<file path="src/rtl/rom_access_arbiter.sv">
// rom_access_arbiter
// Shares one wait-state ROM port between an instruction-fetch requester (F)
// and a data-read requester (D). Ties are broken round-robin. Each access holds
// CE/OE low for WAIT_CYCLES cycles, returns the sampled word with a one-cycle
// ack, then holds CE/OE high for RECOVER_CYCLES so the ROM wait counter re-arms.
module rom_access_arbiter #(
    parameter int ADDR_W         = 12,
    parameter int DATA_W         = 16,
    parameter int WAIT_CYCLES    = 7,
    parameter int RECOVER_CYCLES = 1
) (
    input  logic              clk,
    input  logic              reset,
    input  logic              f_req,
    input  logic [ADDR_W-1:0] f_addr,
    output logic              f_ack,
    output logic [DATA_W-1:0] f_rdata,
    input  logic              d_req,
    input  logic [ADDR_W-1:0] d_addr,
    output logic              d_ack,
    output logic [DATA_W-1:0] d_rdata,
    output logic              rom_ce_n,
    output logic              rom_oe_n,
    output logic [ADDR_W-1:0] rom_addr,
    input  logic [DATA_W-1:0] rom_data,
    output logic              busy
);

    typedef enum logic [1:0] {
        ST_IDLE    = 2'd0,
        ST_ACCESS  = 2'd1,
        ST_RECOVER = 2'd2
    } state_t;

    localparam logic       GNT_F        = 1'b0;
    localparam logic       GNT_D        = 1'b1;
    localparam logic [3:0] WAIT_LAST    = 4'(WAIT_CYCLES - 1);
    localparam logic [3:0] RECOVER_LAST = 4'(RECOVER_CYCLES - 1);

    state_t              state_q;
    logic [3:0]          cnt_q;
    logic                last_grant_q;
    logic                grant_q;
    logic                ce_n_q;
    logic [ADDR_W-1:0]   addr_q;
    logic                f_ack_q;
    logic                d_ack_q;
    logic [DATA_W-1:0]   f_rdata_q;
    logic [DATA_W-1:0]   d_rdata_q;
    logic                busy_q;

    logic                grant_d;
    logic [ADDR_W-1:0]   grant_addr_d;

    // Round-robin pick: a lone requester wins, a tie goes to whoever was not served last
    always_comb begin
        grant_d = GNT_F;
        if (f_req && d_req) begin
            grant_d = ~last_grant_q;
        end else if (d_req) begin
            grant_d = GNT_D;
        end else begin
            grant_d = GNT_F;
        end
    end

    // Address of the requester that would be granted at the next edge
    always_comb begin
        grant_addr_d = f_addr;
        if (grant_d == GNT_D) begin
            grant_addr_d = d_addr;
        end else begin
            grant_addr_d = f_addr;
        end
    end

    // Access sequencer: IDLE -> ACCESS (CE/OE low) -> RECOVER (CE/OE high), all outputs registered
    always_ff @(posedge clk or posedge reset) begin
        if (reset) begin
            state_q      <= ST_IDLE;
            cnt_q        <= 4'd0;
            last_grant_q <= GNT_D;
            grant_q      <= GNT_F;
            ce_n_q       <= 1'b1;
            addr_q       <= '0;
            f_ack_q      <= 1'b0;
            d_ack_q      <= 1'b0;
            f_rdata_q    <= '0;
            d_rdata_q    <= '0;
            busy_q       <= 1'b0;
        end else begin
            // acks are single-cycle pulses unless re-armed below
            f_ack_q <= 1'b0;
            d_ack_q <= 1'b0;
            case (state_q)
                ST_IDLE: begin
                    if (f_req || d_req) begin
                        grant_q      <= grant_d;
                        last_grant_q <= grant_d;
                        addr_q       <= grant_addr_d;
                        ce_n_q       <= 1'b0;
                        cnt_q        <= 4'd0;
                        busy_q       <= 1'b1;
                        state_q      <= ST_ACCESS;
                    end else begin
                        state_q <= ST_IDLE;
                    end
                end
                ST_ACCESS: begin
                    // rom_addr stays frozen here; requester address changes are ignored
                    if (cnt_q == WAIT_LAST) begin
                        if (grant_q == GNT_D) begin
                            d_rdata_q <= rom_data;
                            d_ack_q   <= 1'b1;
                        end else begin
                            f_rdata_q <= rom_data;
                            f_ack_q   <= 1'b1;
                        end
                        ce_n_q  <= 1'b1;
                        cnt_q   <= 4'd0;
                        state_q <= ST_RECOVER;
                    end else begin
                        cnt_q <= cnt_q + 4'd1;
                    end
                end
                ST_RECOVER: begin
                    if (cnt_q == RECOVER_LAST) begin
                        cnt_q   <= 4'd0;
                        busy_q  <= 1'b0;
                        state_q <= ST_IDLE;
                    end else begin
                        cnt_q <= cnt_q + 4'd1;
                    end
                end
                default: begin
                    state_q <= ST_IDLE;
                    cnt_q   <= 4'd0;
                    ce_n_q  <= 1'b1;
                    busy_q  <= 1'b0;
                end
            endcase
        end
    end

    // CE and OE come from one register so they can never diverge
    assign rom_ce_n = ce_n_q;
    assign rom_oe_n = ce_n_q;
    assign rom_addr = addr_q;
    assign f_ack    = f_ack_q;
    assign d_ack    = d_ack_q;
    assign f_rdata  = f_rdata_q;
    assign d_rdata  = d_rdata_q;
    assign busy     = busy_q;

endmodule

</file>
<file path="config.mk">
export PLATFORM = sky130hd
export DESIGN_NAME = rom_access_arbiter
export DESIGN_NICKNAME = d
export VERILOG_FILES = /design/src/rtl/rom_access_arbiter.sv
export SDC_FILE = /design/constraint.sdc
export NUM_CORES = 1
export LEC_CHECK = 0
export CELL_PAD_IN_SITES_DETAIL_PLACEMENT = 0
export CELL_PAD_IN_SITES_GLOBAL_PLACEMENT = 1
export CORE_ASPECT_RATIO = 0.6
export CORE_MARGIN = 1.5
export CORE_UTILIZATION = 31
export DETAILED_ROUTE_END_ITERATION = 8
export PLACE_DENSITY_LB_ADDON = 0.08
export SYNTH_ARGS = -nofsm -noshare
export SYNTH_HDL_FRONTEND = slang
export SYNTH_SLANG_ARGS = --single-unit
</file>
<file path="constraint.sdc">
create_clock -name clk -period 1.9 [get_ports clk]
set_clock_uncertainty 0.1 [all_clocks]
set_input_delay 0.38 -clock clk [delete_from_list [all_inputs] [get_ports clk]]
set_output_delay 0.38 -clock clk [all_outputs]
set_load 0.01 [all_outputs]
</file>
# == Word level (Yosys, flattened, before mapping) ==
# Index checks and enable logic that the tools add are counted.
# classes
n_addsub,1
n_eq_ne,6
n_mux,23
bitwise_logic,4
reduce_logical,10
# ops
operator,n
two-way mux 1 bit,13
two-way mux 12 bit,1
two-way mux 4 bit,3
one-hot mux 4 bit (3 select lines),1
AND reduction 3 bit,4
inequality test 2 bit (second input constant),3
one-hot mux 1 bit (3 select lines),2
one-hot mux 2 bit (3 select lines),1
adder 4 x 1 -> 4 bit (second input constant),1
== test 4 x 3 -> 1 bit (second input constant),1
logical NOT 4 bit,1
two-way mux 2 bit,2
NOT 1 bit,4
AND reduction 2 bit,2
== test 2 x 1 -> 1 bit (second input constant),1
== test 2 bit (second input constant),1
logical NOT 2 bit,1
logical AND 1 bit,1
logical OR 1 bit,1
# totals
reg_bits,56
inputBits,44
word_cells,55

# == Logic depth before layout (Yosys ltp) ==
# depth
ltp_word,3
depth_mapped,6
mapped_depth_nobuf,5

# == Least setup slack after synthesis ==
# Ideal clock, no wire load.
# synth_path
kind,flip-flop to flip-flop
startpoint,register cnt_q[0]
endpoint,register f_rdata_q[0] (netlist: f_rdata[0])
setup_time_ps,125
arrival_time_ps,1707
t_required_ps,1675
setup_slack_ps,-32
stages_incl_launch_ff,7
n_path_buf,1
path_cell_list,dfrtp_1 -> inv_1 -> ha_1 -> nand3b_2 -> nor3b_4 -> buf_12 -> mux2_4
# synth_via
elab_chain_len,2
# synth_rtl
element,line_no,rtl
"start, declared",41,logic [3:0] cnt_q;
"start signal, assigned",123,cnt_q <= cnt_q + 4'd1;
"start signal, assigned",132,cnt_q <= cnt_q + 4'd1;
== test 4 x 3 -> 1 bit,111,if (cnt_q == WAIT_LAST) begin
AND reduction 3 bit (no line),--,
"end signal, assigned",116,f_rdata_q <= rom_data;
"end, declared",48,logic [DATA_W-1:0] f_rdata_q;
# No other way between the ends.
# A chain may end at the register's enable or synchronous reset.

# == Worst setup path after layout ==
# layout_path
startpoint,register ce_n_q (netlist: rom_ce_n)
endpoint,output rom_oe_n
# layout_lines
element,line_no,rtl
"start, declared",44,logic ce_n_q;
"start signal, assigned",84,ce_n_q <= 1'b1;
"start signal, assigned",101,ce_n_q <= 1'b0;
"start signal, assigned",119,ce_n_q <= 1'b1;
"end, declared",23,"output logic rom_oe_n,"
# No word-level cell between the ends.

==> flow_metrics.py <==
metrics = {
    "pwr": {
        "peakVddDrop_v": 0.0004602,
        "p_clk_frac": 0.251,
        "swShare": 0.2977,
        "power.density_nw_per_um2": 1009,
        "leakage_nw": 1.636,
        "p_sw_mw": 1.137,
        "seqPwrFrac": 0.412,
        "combPwrFrac": 0.336,
        "p_int_mw": 2.683,
    },
    "critical_path": {
        "critPathRequiredTime_ps": 1420,
        "cp_slowest_stage_delay_ps": 550,
        "slowest_stage": "dfstp_2",
        "worstSetupPathType": "reg -> out",
        "crit_path_start": "rom_ce_n",
        "critPathArrivalTime_ps": 1380,
        "worstPathMaxFanout": 3,
        "path_cells": "clkdlybuf4s50_1",
        "crit_family": "flip-flops",
        "worst-path-buf-inv": 1,
        "rr_startpoint": "cnt_q[0]",
        "end_kind": "primary output",
        "start_kind": "register",
    },
    "synth": {
        "yosys_warnings": 0,
        "synth_cells": 183,
        "synthFlopType": "dfrtp_1",
        "syn_area_sq_um": 2475,
        "yosysTopAreaCell": "dfrtp_1",
        "synth.avg_cell_area_sq_um": 13.52,
        "synth.most_common_cell": "dfrtp_1",
        "synth_nets": 233,
        "seq_area_frac_synth": 0.5672,
        "ys_seq_elements": 56,
        "synth_area_leaders": "dfrtp_1, mux2_2, mux2_4",
        "synth-edff-count": 0,
        "synth_top_area_share": 0.5460,
        "yosys.cell_types.count": 37,
        "synth_common_cells": "dfrtp_1, mux2_2, nand2_1, o21ai_0, mux2i_1",
        "synthArstFlopShare": 1.000,
    },
    "timing": {
        "min_period_ps": 1858,
        "hold_viol": 0,
        "final-max-slew-violation-count": 0,
        "post-route-period-util": 0.9777,
        "tightestPinTransition_ps": 366.1,
        "timing.fmax_mhz": 538.3,
        "rsz0062_at_grt": "false",
        "slew_headroom": 0.7554,
        "finalWorstSetupSlack_ps": 42.29,
        "finalSetupTns_ps": 0,
        "setup_violations": 0,
    },
    "floorplan": {
        "rows": 24,
        "core_sq_um": 7507,
        "die_h_um": 72.21,
        "ioPinCount": 93,
        "die_w_um": 118.4,
        "die_area_sq_um": 8546,
        "start_util": 0.3297,
    },
    "grt": {
        "grt_pass1_vias": 1721,
        "grt_pass1_wl_um": 9273,
        "grt_max_degree": 57,
        "antenna_found_initial": 0,
        "gr-usage-all-layers": 0.1395,
        "grt-ovfl-total": 0,
    },
    "clock_tree": {
        "cts_buffer_depth": 2,
        "h-tree-depth": 2,
        "numCtsBuffers": 5,
        "path_clk_slew_ps": 70,
        "cts_sinks": 56,
        "root_buffer": "clkbuf_16",
        "cts_tree": "done",
        "clk_latency_ps": 290,
        "hold_buffers": 0,
    },
    "detailed_routing": {
        "drc": 0,
        "firstDrtPassIters": 4,
        "vias": 1739,
        "drt-total-wl_um": 5701,
        "drt_iter0_markers": 94,
        "drt-wirelength-per-cell_um": 14.62,
        "drtAntennaViolNets": 0,
        "viasPerCell": 4.459,
    },
    "finish": {
        "syn_to_final_growth_pct": 52.98,
        "n_antenna_cell": 0,
        "drive_above_1_share": 0.1888,
        "final_util": 0.5043,
        "nets": 335,
    },
    "run_status": {
        "status": "finished clean",
    },
    "placement": {
        "place_congestion": 0.8304,
        "post-dp-hpwl_um": 3994,
        "numPortBuffers": 92,
        "post-place-ws_ps": 16.06,
    },
    "flow_run": {
        "maxCapViolCount": 0,
    },
    "worst_hold_path": {
        "hold_class": "in -> async",
    },
}
==> worst reg2reg max path: stages, from the launching register on <==
cell      delay (ps)
dfrtp_1          380
inv_1            130
ha_4             190
nand3b_4         110
nor3b_4          250
buf_12           210
mux2_2           350
==> metrics by stage <==
stage	total power, mW	cells	hold slack [ps]	area, sq um
after floorplan	2.196	183	350.0	2496
after global placement	2.896	381	364.2	3610
after detailed placement	2.891	381	373.9	3610
after CTS	3.869	389	379.9	3762
after global routing	4.064	390	408.5	3786
final	3.820	390	363.3	3786
==> state kept, by name (all words and copies together), names as in the netlist, 2 cells and up <==
name      cells
d_rdata      16
state_q       2
cnt_q         4
f_rdata      16
rom_addr     12
==> placed cells by master, fill, tap and decap left out, drive strengths merged, types with 3 or more instances in the layout <==
master,count
a21oi,4
buf,10
clkbuf,6
clkdlybuf4s50,92
dfrtp,54
ha,6
inv,8
mux2,32
mux2i,13
nand2,16
nand3,3
o211ai,3
o21ai,15
==> per-layer routing <==
metal | vias to the layer above | GRT usage | wire (um)
met3 | 5 | 0.04481 | 320
met2 | 57 | 0.1860 | 2169
met5 | - | 0 | 0
met4 | 0 | 0.03659 | 45
met1 | 814 | 0.2138 | 3166
li1 | 863 | - | -
==> repair_timing <==
item | CTS | global route
gates resized for setup | 0 | 1
buffers inserted | 0 | 1
setup endpoints to repair | 0 | 5
==> area by class of cell <==
class | count | area, sq um
Timing Repair Buffer | 102 | 1059
Sequential cell | 56 | 1404
Tap cell | 104 | 130.1
Clock buffer | 6 | 138.9
Inverter | 7 | 26.28
Fill cell | 687 | 3721
Clock inverter | 2 | 13.76
Multi-Input combinational cell | 113 | 1015
==> power groups by stage <==
stage	combinational, mW	sequential, mW	clock [mW]
finish	1.28	1.58	0.961
floorplan	0.523	1.67	0
detailed placement	1.29	1.60	0
global placement	1.30	1.60	0
global route	1.41	1.61	1.05
CTS	1.30	1.58	0.993
==> logic make-up after synthesis <==
logic type / share of synthesized area
flops: 0.5672
mux: 0.2118
simple gates: 0.08292
compound gates: 0.07483
buf+inv: 0.03286
fa+ha+maj: 0.03033
==> path summary, 6_finish.rpt <==
path,end,slack [ps],cells after the start
worst max-delay path,rom_oe_n,40,1
worst min-delay path,rom_addr[4],360,3
worst max register to register,f_rdata[7],80,6
worst min register to register,rom_addr[4],380,2
max in group asynchronous,rom_ce_n,1020,3
min in group clk,rom_addr[4],380,2
No activity file was read; power rests on OpenSTA's default activity.
